`config.mk`:
```
export PLATFORM = sky130hd
export DESIGN_NAME = fir_sample_sequencer
export DESIGN_NICKNAME = d
export VERILOG_FILES = /design/src/rtl/fir_ctrl_pkg.sv /design/src/rtl/fir_sample_fifo.sv /design/src/rtl/fir_sample_sequencer.sv
export SDC_FILE = /design/constraint.sdc
export NUM_CORES = 1
export LEC_CHECK = 0
export ABC_AREA = 1
export BUFFER_PORTS_ARGS = -buffer_cell sky130_fd_sc_hd__buf_2
export CELL_PAD_IN_SITES_DETAIL_PLACEMENT = 0
export CELL_PAD_IN_SITES_GLOBAL_PLACEMENT = 1
export CORE_MARGIN = 8
export CORE_UTILIZATION = 42
export CTS_CLUSTER_DIAMETER = 40
export DETAILED_ROUTE_END_ITERATION = 7
export GPL_ROUTABILITY_DRIVEN = 1
export PLACE_DENSITY = 0.8
export SLEW_MARGIN = 20
export SYNTH_ARGS = -nofsm -noshare
export SYNTH_HDL_FRONTEND = slang
export SYNTH_HIERARCHICAL = 1
export SYNTH_SLANG_ARGS = --single-unit
```
`constraint.sdc`:
```
create_clock -name i_clk -period 2.9 [get_ports i_clk]
set_input_delay 0.29 -clock i_clk [delete_from_list [all_inputs] [get_ports i_clk]]
set_output_delay 0.29 -clock i_clk [all_outputs]
set_load 0.01 [all_outputs]
```
`src/rtl/fir_ctrl_pkg.sv`:
```
// Shared types and default widths for the FIR sample sequencer.
package fir_ctrl_pkg;

   typedef enum logic [1:0] {
      ST_IDLE  = 2'd0,
      ST_ISSUE = 2'd1,
      ST_WAIT  = 2'd2,
      ST_HOLD  = 2'd3
   } state_e;

   localparam int unsigned DEF_X_W = 3;
   localparam int unsigned DEF_Y_W = 12;
   localparam int unsigned CNT_W   = 16;

endpackage

```
`src/rtl/fir_sample_fifo.sv`:
```
// Synchronous FIFO holding input samples until the sequencer issues them.
// DEPTH must be a power of two (>= 2) so the pointers wrap naturally.
module fir_sample_fifo #(
   parameter int unsigned W     = 3,
   parameter int unsigned DEPTH = 4
) (
   input  logic         i_clk,
   input  logic         i_rst_n,
   input  logic         i_push,
   input  logic [W-1:0] i_data,
   input  logic         i_pop,
   output logic [W-1:0] o_data,
   output logic         o_full,
   output logic         o_empty
);

   localparam int unsigned AW = (DEPTH > 1) ? $clog2(DEPTH) : 1;
   localparam int unsigned CW = AW + 1;

   logic [W-1:0]  mem_q [DEPTH];
   logic [AW-1:0] wr_ptr_q;
   logic [AW-1:0] rd_ptr_q;
   logic [CW-1:0] count_q;
   logic          do_push;
   logic          do_pop;

   assign o_full  = (count_q == CW'(DEPTH));
   assign o_empty = (count_q == '0);
   assign do_push = i_push && !o_full;
   assign do_pop  = i_pop && !o_empty;
   assign o_data  = mem_q[rd_ptr_q];

   // NOTE: storage is deliberately not reset; an empty count makes stale entries unreachable.
   always_ff @(posedge i_clk) begin
      if (do_push) begin
         mem_q[wr_ptr_q] <= i_data;
      end
   end

   // NOTE: sequential state uses non-blocking assignments so every flop samples pre-edge values.
   always_ff @(posedge i_clk or negedge i_rst_n) begin
      if (!i_rst_n) begin
         wr_ptr_q <= '0;
         rd_ptr_q <= '0;
         count_q  <= '0;
      end else begin
         if (do_push) wr_ptr_q <= wr_ptr_q + 1'b1;
         if (do_pop)  rd_ptr_q <= rd_ptr_q + 1'b1;
         unique case ({do_push, do_pop})
            2'b10:   count_q <= count_q + 1'b1;
            2'b01:   count_q <= count_q - 1'b1;
            default: count_q <= count_q;
         endcase
      end
   end

endmodule

```
`src/rtl/fir_sample_sequencer.sv`:
```
// Single-clock sample sequencer for the FIR core: buffers samples, pulses the
// core enable once per trigger, waits the core latency and hands off the result.
module fir_sample_sequencer
   import fir_ctrl_pkg::*;
#(
   parameter int unsigned F_CLK      = 50_000_000,
   parameter int unsigned SAMPLE_HZ  = 1000,
   parameter int unsigned CORE_LAT   = 1,
   parameter int unsigned FIFO_DEPTH = 4,
   parameter int unsigned X_W        = DEF_X_W,
   parameter int unsigned Y_W        = DEF_Y_W
) (
   input  logic             i_clk,
   input  logic             i_rst_n,
   input  logic             i_mode,
   input  logic             i_step,
   input  logic             i_x_valid,
   input  logic [X_W-1:0]   i_x_data,
   output logic             o_x_ready,
   output logic             o_core_en,
   output logic [X_W-1:0]   o_core_x,
   input  logic [Y_W-1:0]   i_core_y,
   output logic             o_y_valid,
   output logic [Y_W-1:0]   o_y_data,
   input  logic             i_y_ready,
   output logic             o_busy,
   output logic             o_underrun,
   output logic             o_overrun,
   output logic [CNT_W-1:0] o_sample_cnt
);

   localparam int unsigned DIV_TC = F_CLK / SAMPLE_HZ - 1;
   localparam int unsigned DIV_W  = (DIV_TC > 1) ? $clog2(DIV_TC + 1) : 1;
   localparam int unsigned LAT_W  = (CORE_LAT > 1) ? $clog2(CORE_LAT) : 1;
   localparam logic [DIV_W-1:0] DIV_LAST = DIV_W'(DIV_TC);
   localparam logic [LAT_W-1:0] LAT_LAST = LAT_W'(CORE_LAT - 1);

   state_e           state_q, state_d;
   logic [DIV_W-1:0] div_q, div_d;
   logic [LAT_W-1:0] wait_q, wait_d;
   logic [X_W-1:0]   core_x_q, core_x_d;
   logic [Y_W-1:0]   y_data_q, y_data_d;
   logic             under_q, under_d;
   logic             over_q, over_d;
   logic [CNT_W-1:0] cnt_q, cnt_d;
   logic             tick;
   logic             trigger;

   logic             fifo_push;
   logic             fifo_pop;
   logic             fifo_full;
   logic             fifo_empty;
   logic [X_W-1:0]   fifo_data;

   assign fifo_push = i_x_valid && !fifo_full;

   fir_sample_fifo #(
      .W     (X_W),
      .DEPTH (FIFO_DEPTH)
   ) u_fifo (
      .i_clk   (i_clk),
      .i_rst_n (i_rst_n),
      .i_push  (fifo_push),
      .i_data  (i_x_data),
      .i_pop   (fifo_pop),
      .o_data  (fifo_data),
      .o_full  (fifo_full),
      .o_empty (fifo_empty)
   );

   // Sample-rate divider; held at zero in step mode so auto mode always starts a full period.
   always_comb begin
      tick  = i_mode && (div_q == DIV_LAST);
      div_d = div_q + 1'b1;
      if (!i_mode || tick) div_d = '0;
   end

   assign trigger = i_mode ? tick : i_step;

   // NOTE: every combinational output gets a default first, so no path can infer a latch.
   always_comb begin
      state_d  = state_q;
      wait_d   = wait_q;
      core_x_d = core_x_q;
      y_data_d = y_data_q;
      under_d  = under_q;
      over_d   = over_q;
      cnt_d    = cnt_q;
      fifo_pop = 1'b0;

      if (trigger && (state_q != ST_IDLE)) over_d = 1'b1;

      unique case (state_q)
         ST_IDLE: begin
            if (trigger) begin
               if (fifo_empty) begin
                  under_d = 1'b1;
               end else begin
                  fifo_pop = 1'b1;
                  core_x_d = fifo_data;
               end
               state_d = ST_ISSUE;
            end
         end
         ST_ISSUE: begin
            cnt_d   = cnt_q + 1'b1;
            wait_d  = '0;
            state_d = ST_WAIT;
         end
         ST_WAIT: begin
            if (wait_q == LAT_LAST) begin
               y_data_d = i_core_y;
               state_d  = ST_HOLD;
            end else begin
               wait_d = wait_q + 1'b1;
            end
         end
         ST_HOLD: begin
            if (i_y_ready) state_d = ST_IDLE;
         end
         default: state_d = ST_IDLE;
      endcase
   end

   always_ff @(posedge i_clk or negedge i_rst_n) begin
      if (!i_rst_n) begin
         state_q  <= ST_IDLE;
         div_q    <= '0;
         wait_q   <= '0;
         core_x_q <= '0;
         y_data_q <= '0;
         under_q  <= 1'b0;
         over_q   <= 1'b0;
         cnt_q    <= '0;
      end else begin
         state_q  <= state_d;
         div_q    <= div_d;
         wait_q   <= wait_d;
         core_x_q <= core_x_d;
         y_data_q <= y_data_d;
         under_q  <= under_d;
         over_q   <= over_d;
         cnt_q    <= cnt_d;
      end
   end

   // Enable and valid are decoded from the state flop, so reset clears them asynchronously.
   assign o_core_en    = (state_q == ST_ISSUE);
   assign o_y_valid    = (state_q == ST_HOLD);
   assign o_busy       = (state_q != ST_IDLE);
   assign o_x_ready    = !fifo_full;
   assign o_core_x     = core_x_q;
   assign o_y_data     = y_data_q;
   assign o_underrun   = under_q;
   assign o_overrun    = over_q;
   assign o_sample_cnt = cnt_q;

endmodule

```
# Yosys cells after proc, flatten, opt, wreduce, memory -nomap -nowiden
# Memories as Yosys holds them, arrays and structs flattened. A register that Yosys moved wholly into a read port is not among the register bits.
# Index checks and enable logic that the tools add are counted.
# op_classes
n_addsub	7
n_mul	0
div	0
n_lt_le_gt_ge	0
eq_ne	10
shifts	0
mux	14
bitwise	2
n_reduce_logical	19
# ops
operator	n
16-bit by 1-bit adder with 16-bit output, second input constant	2
16-bit equality test, second input constant	1
16-bit 2-to-1 mux	1
3-bit AND reduction	3
2-bit case mux with 4 select lines	1
1-bit 2-to-1 mux	7
2-bit equality test, second input constant	3
2-bit 2-to-1 mux	3
3-bit case mux with 2 select lines	1
2-bit nonzero test	3
1-bit logical AND	5
2-bit by 1-bit adder with 2-bit output, second input constant	2
2-bit by 1-bit equality test with 1-bit output, second input constant	2
1-bit logical NOT	4
2-bit inequality test, second input constant	2
3-bit by 1-bit adder with 3-bit output, second input constant	1
3-bit equality test, second input constant	1
3-bit logical NOT	1
3-bit by 1-bit subtractor with 3-bit output, second input constant	1
2-bit logical NOT	1
2-bit by 1-bit inequality test with 1-bit output, second input constant	1
1-bit inverter	2
1-bit case mux with 2 select lines	1
2-bit AND reduction	1
2 further kinds	2
# word_totals
ff_bits	56
latchBits	0
ram_bits	12
romBits	0
inputBits	21
word_cells	63
memories	1
# memory_table
name	words	width	read_ports	rd_ports_with_merged_regs	write_ports	line	text
u_fifo.mem_q	4	3	1	1	1	fir_sample_fifo.sv:20	logic [W-1:0] mem_q [DEPTH];

# Longest topological paths before layout
# logic_depth
depth_word	8
ltp_mapped	18

# By module
# The synthesis kept the hierarchy.
# modules_own_cells
mod	n_inst	cells_per_inst	area_each_um2
fir_sample_sequencer	1	304	2560.0
fir_sample_fifo	1	96	949.7

# Worst setup path before layout
# Ideal clock, no wire load.
# synth_path
kind	flip-flop to flip-flop
start	reg div_q[0]
end	reg u_fifo.count_q[2]
setup_ns	0.117
arrival_ns	2.106
required_time_ns	2.783
setup_slack_ns	0.677
path_stages_with_launch	17
path_buffers	0
period_less_slack_ns	2.223
path_cell_list	dfrtp_1 ha_1 nand3_2 nor2_2 nand3_2 nand2_4 nand3_4 inv_1 nand2_1 inv_1 ha_1 inv_1 fa_1 nand2_1 nand3_1 nand2_1 nand2_1
# synth_via
elab_chain_cells	8
# synth_lines
element	line	text
from (decl)	fir_sample_sequencer.sv:39	logic [DIV_W-1:0] div_q, div_d;
from (signal assigned)	fir_sample_sequencer.sv:137	div_q <= div_d;
16-bit equality test (*)	fir_sample_sequencer.sv:73	tick = i_mode && (div_q == DIV_LAST);
1-bit logical AND (*)	fir_sample_sequencer.sv:73	
1-bit 2-to-1 mux (*)	fir_sample_sequencer.sv:78	assign trigger = i_mode ? tick : i_step;
1-bit 2-to-1 mux (*)	fir_sample_sequencer.sv:95	if (trigger) begin
1-bit 2-to-1 mux (*)	fir_sample_sequencer.sv:93	unique case (state_q)
net fifo_pop	fir_sample_sequencer.sv:50	logic fifo_pop;
1-bit logical AND (*)	fir_sample_fifo.sv:30	assign do_pop = i_pop && !o_empty;
net u_fifo.do_pop	fir_sample_fifo.sv:25	logic do_pop;
2-bit by 1-bit equality test with 1-bit output or 2-bit equality test (tied branches)	fir_sample_fifo.sv:49	unique case ({do_push, do_pop})
3-bit case mux with 2 select lines or 2-bit nonzero test (tied branches)	--	
to (signal assigned)	fir_sample_fifo.sv:50	2'b10: count_q <= count_q + 1'b1;
to (signal assigned)	fir_sample_fifo.sv:51	2'b01: count_q <= count_q - 1'b1;
to (signal assigned)	fir_sample_fifo.sv:52	default: count_q <= count_q;
to (decl)	fir_sample_fifo.sv:23	logic [CW-1:0] count_q;
# The timed path passes the listed nets; every way through them passes the cells marked *.
# A chain may end at the register's enable or synchronous reset.

# Final worst setup path
# Ends and elaborated chain as after synthesis.

==> flow_summary.json <==
{
  "design_area_um2": 4120,
  "leakage_nw": 2.08,
  "critical_path.cell_chain": "ha_1, nand3_2, nor2_2, nand3_2, nand2_4, nand3_4, inv_1, nand2_1, inv_1, ha_1, inv_1, fa_1, nand2_1, nand3_1, nand2_1, nand2_1",
  "synthesis.nets": 433,
  "slew_violations": 0,
  "start_util": 0.429,
  "use_met1": 0.162,
  "critPathLaunchType": "flip-flop",
  "drt_iter0_markers": 77,
  "endpoint_kind": "flip-flop",
  "place.gp.congestion": 0.781,
  "finalHoldViolCount": 0,
  "final_core_util": 0.504,
  "diodes": 0,
  "ys_types": 32,
  "fin_setup_tns_ns": 0,
  "grt_pass1_vias": 2711,
  "cp_max_fo": 6,
  "viasPerCell": 4.66,
  "r2r_cells": 16,
  "grt_pass1_wl_um": 12500,
  "finalCriticalPeriod_ns": 2.42,
  "ctsResizeCount": 0,
  "syn-cell-area_um2": 3510,
  "cts_hold_buf": 0,
  "antenna_found_initial": 0,
  "cap_viol_max_count": 0,
  "grt_overflow_total": 0,
  "cp.arrival_ns": 2.66,
  "top_usage_layer": "met2",
  "cp_common_cell": "nand2_1",
  "io_pins": 58,
  "fmax_mhz": 413,
  "crit_type": "reg2reg",
  "crit_slowest_cell": "dfrtp_1",
  "final_nets": 498,
  "placedInstanceArea_um2": 3900,
  "port_buffers": 57,
  "post_drt_wl_per_cell_um": 12.9,
  "outcome": "finished, final reports clean",
  "ir_drop_uv": 362,
  "dp_hpwl_um": 5500,
  "die-width_um": 107,
  "die_area_um2": 11500,
  "grtUsageMet2": 0.218,
  "insertion_delay_ns": 0.35,
  "seq_area_frac_synth": 0.516,
  "finalSetupViolations": 0,
  "drt_wl_total_um": 7400,
  "synth_flop_cell": "dfrtp_1",
  "cts.sinks": 70,
  "ant_nets": 0,
  "fill_cells": 802,
  "critPathRequiredTime_ns": 3.14,
  "drtPass1Iterations": 4,
  "grt_max_degree": 42,
  "h-tree-depth": 3,
  "skew_ns": 0.00997,
  "cts_buffers": 9,
  "whs_ns": 0.0772,
  "post_cts_buffers": 0,
  "syn_inst": 400,
  "die_y_um": 107,
  "clkTransAtPathRegs_ns": 0.08,
  "drive_above_1_share": 0.204,
  "syn_area_per_cell_um2": 8.77,
  "vias": 2678,
  "ys_warn_count": 6,
  "p_per_area_nw_per_um2": 823,
  "root_buffer": "clkbuf_8",
  "grt_usage": 0.135,
  "area_growth_pct": 17.3,
  "cts_tree": "done",
  "clockBufferDepth": 2,
  "tightest_slew_ns": 0.940,
  "hp-class": "in2async",
  "ys_ff_latch": 70,
  "fp-row-count": 33,
  "slew_headroom": 0.373,
  "drc_errors": 0,
  "synth-edff-count": 12,
  "min_period_over_period": 0.835,
  "rsz0062_at_grt": "no",
  "slowest_delay_ns": 0.37,
  "use_met3": 0.0401,
  "core_region_area_um2": 8180,
  "async_reset_ff_frac": 0.829
}
[cell type report]
class	instances	area (um2)	share of cell area
well taps	105	131	0.0319
repair buffers	59	300	0.0729
multi-input cells	267	1440	0.350
clock buffers	9	124	0.0301
clock inverters	7	88.8	0.0216
flip-flops and latches	70	1810	0.440
inverters	58	218	0.0529
[routing by layer]
layer  share of wire  vias up
met5               0        -
met4           0.015        0
met3           0.045       10
met2            0.48       43
met1            0.46     1246
li1                -     1379
[path summary, 6_finish.rpt]
check	endpoint	start	slack (ns)
max	u_fifo/count_q[2]	div_q[0]	0.48
min	div_q[8]	i_rst_n	0.08
max reg2reg	u_fifo/count_q[2]	div_q[0]	0.48
min reg2reg	div_q[0]	div_q[0]	0.46
max in group asynchronous	o_sample_cnt[3]	i_rst_n	2.11
min in group i_clk	o_y_data[10]	i_core_y[10]	0.13
[cells in the final DEF (no fill, tap or decap), types with 2 or more instances in the layout]
master,instances
nand2_1,120
ha_1,11
buf_2,57
edfxtp_1,12
nand4_1,12
inv_1,56
nand3_2,4
nand3_1,19
clkinv_2,4
dfrtp_1,58
nor3_1,4
buf_4,2
xor2_1,16
o21ai_0,3
nor3_2,3
inv_2,2
xnor2_1,6
o211ai_1,6
nor2_2,3
bufinv_16,2
nor2_1,40
nor3b_1,3
nand2_2,3
clkbuf_8,9
a21oi_1,4
nand2_4,2
[state kept, by name, indices dropped and copies added, names as in the netlist]
register	cells
u_fifo/count_q	3
u_fifo/wr_ptr_q	2
o_y_data	12
o_sample_cnt	16
o_overrun	1
o_core_x	3
o_underrun	1
div_q	16
u_fifo/rd_ptr_q	2
u_fifo/mem_q	12
state_q	2
[synthesized netlist by cell type, types with 2 or more instances]
cell,n,area (um2)
nor2_1,40,150
nand2_2,3,18.8
dfrtp_1,58,1450
inv_1,56,210
o21ai_0,3,15.0
ha_1,11,138
xnor2_1,6,52.6
inv_2,2,7.51
nand2_1,120,450
nand3_2,4,40.0
clkbuf_1,2,7.51
nand4_1,12,75.1
nor3b_1,3,22.5
o211ai_1,6,45.0
xor2_1,16,140
buf_6,2,22.5
a21oi_1,4,20.0
nor3_2,3,30.0
nor3_1,4,20.0
nand2_4,2,22.5
nand3_1,19,95.1
edfxtp_1,12,360
nor2_2,3,18.8
[critical path: cells and delay by family (launching register included)]
kind | cells | cell delay (ns)
AND/OR/NAND/NOR | 10 | 0.96
adder cells (fa/ha/maj) | 3 | 0.75
flip-flops | 1 | 0.37
buffers and inverters | 3 | 0.23
[where the power goes]
part	internal [mW]	switching, mW
clock	0.479	0.381
sequential	1.25	0.179
combinational	0.404	0.696
total	2.13	1.26
[kinds of logic after synthesis]
group                      Yosys count  share of synthesized area
xor gates and xnor gates            22                     0.0549
DFF                                 70                      0.516
buffers and inverters               63                     0.0727
adders and majority gates           12                     0.0449
AOI/OAI and AO/OA                   16                     0.0303
and+or+nand+nor                    217                      0.281
[metrics by stage]
stage	instances	setup slack (ns)	power, mW
3_5_place_dp	559	0.488	2.58
3_3_place_gp	559	0.560	2.55
4_1_cts	575	0.466	3.45
5_1_grt	575	0.220	3.68
2_1_floorplan	400	0.677	2.20
6_report	575	0.479	3.39
Note: power is estimated with default switching activity, not from simulation.
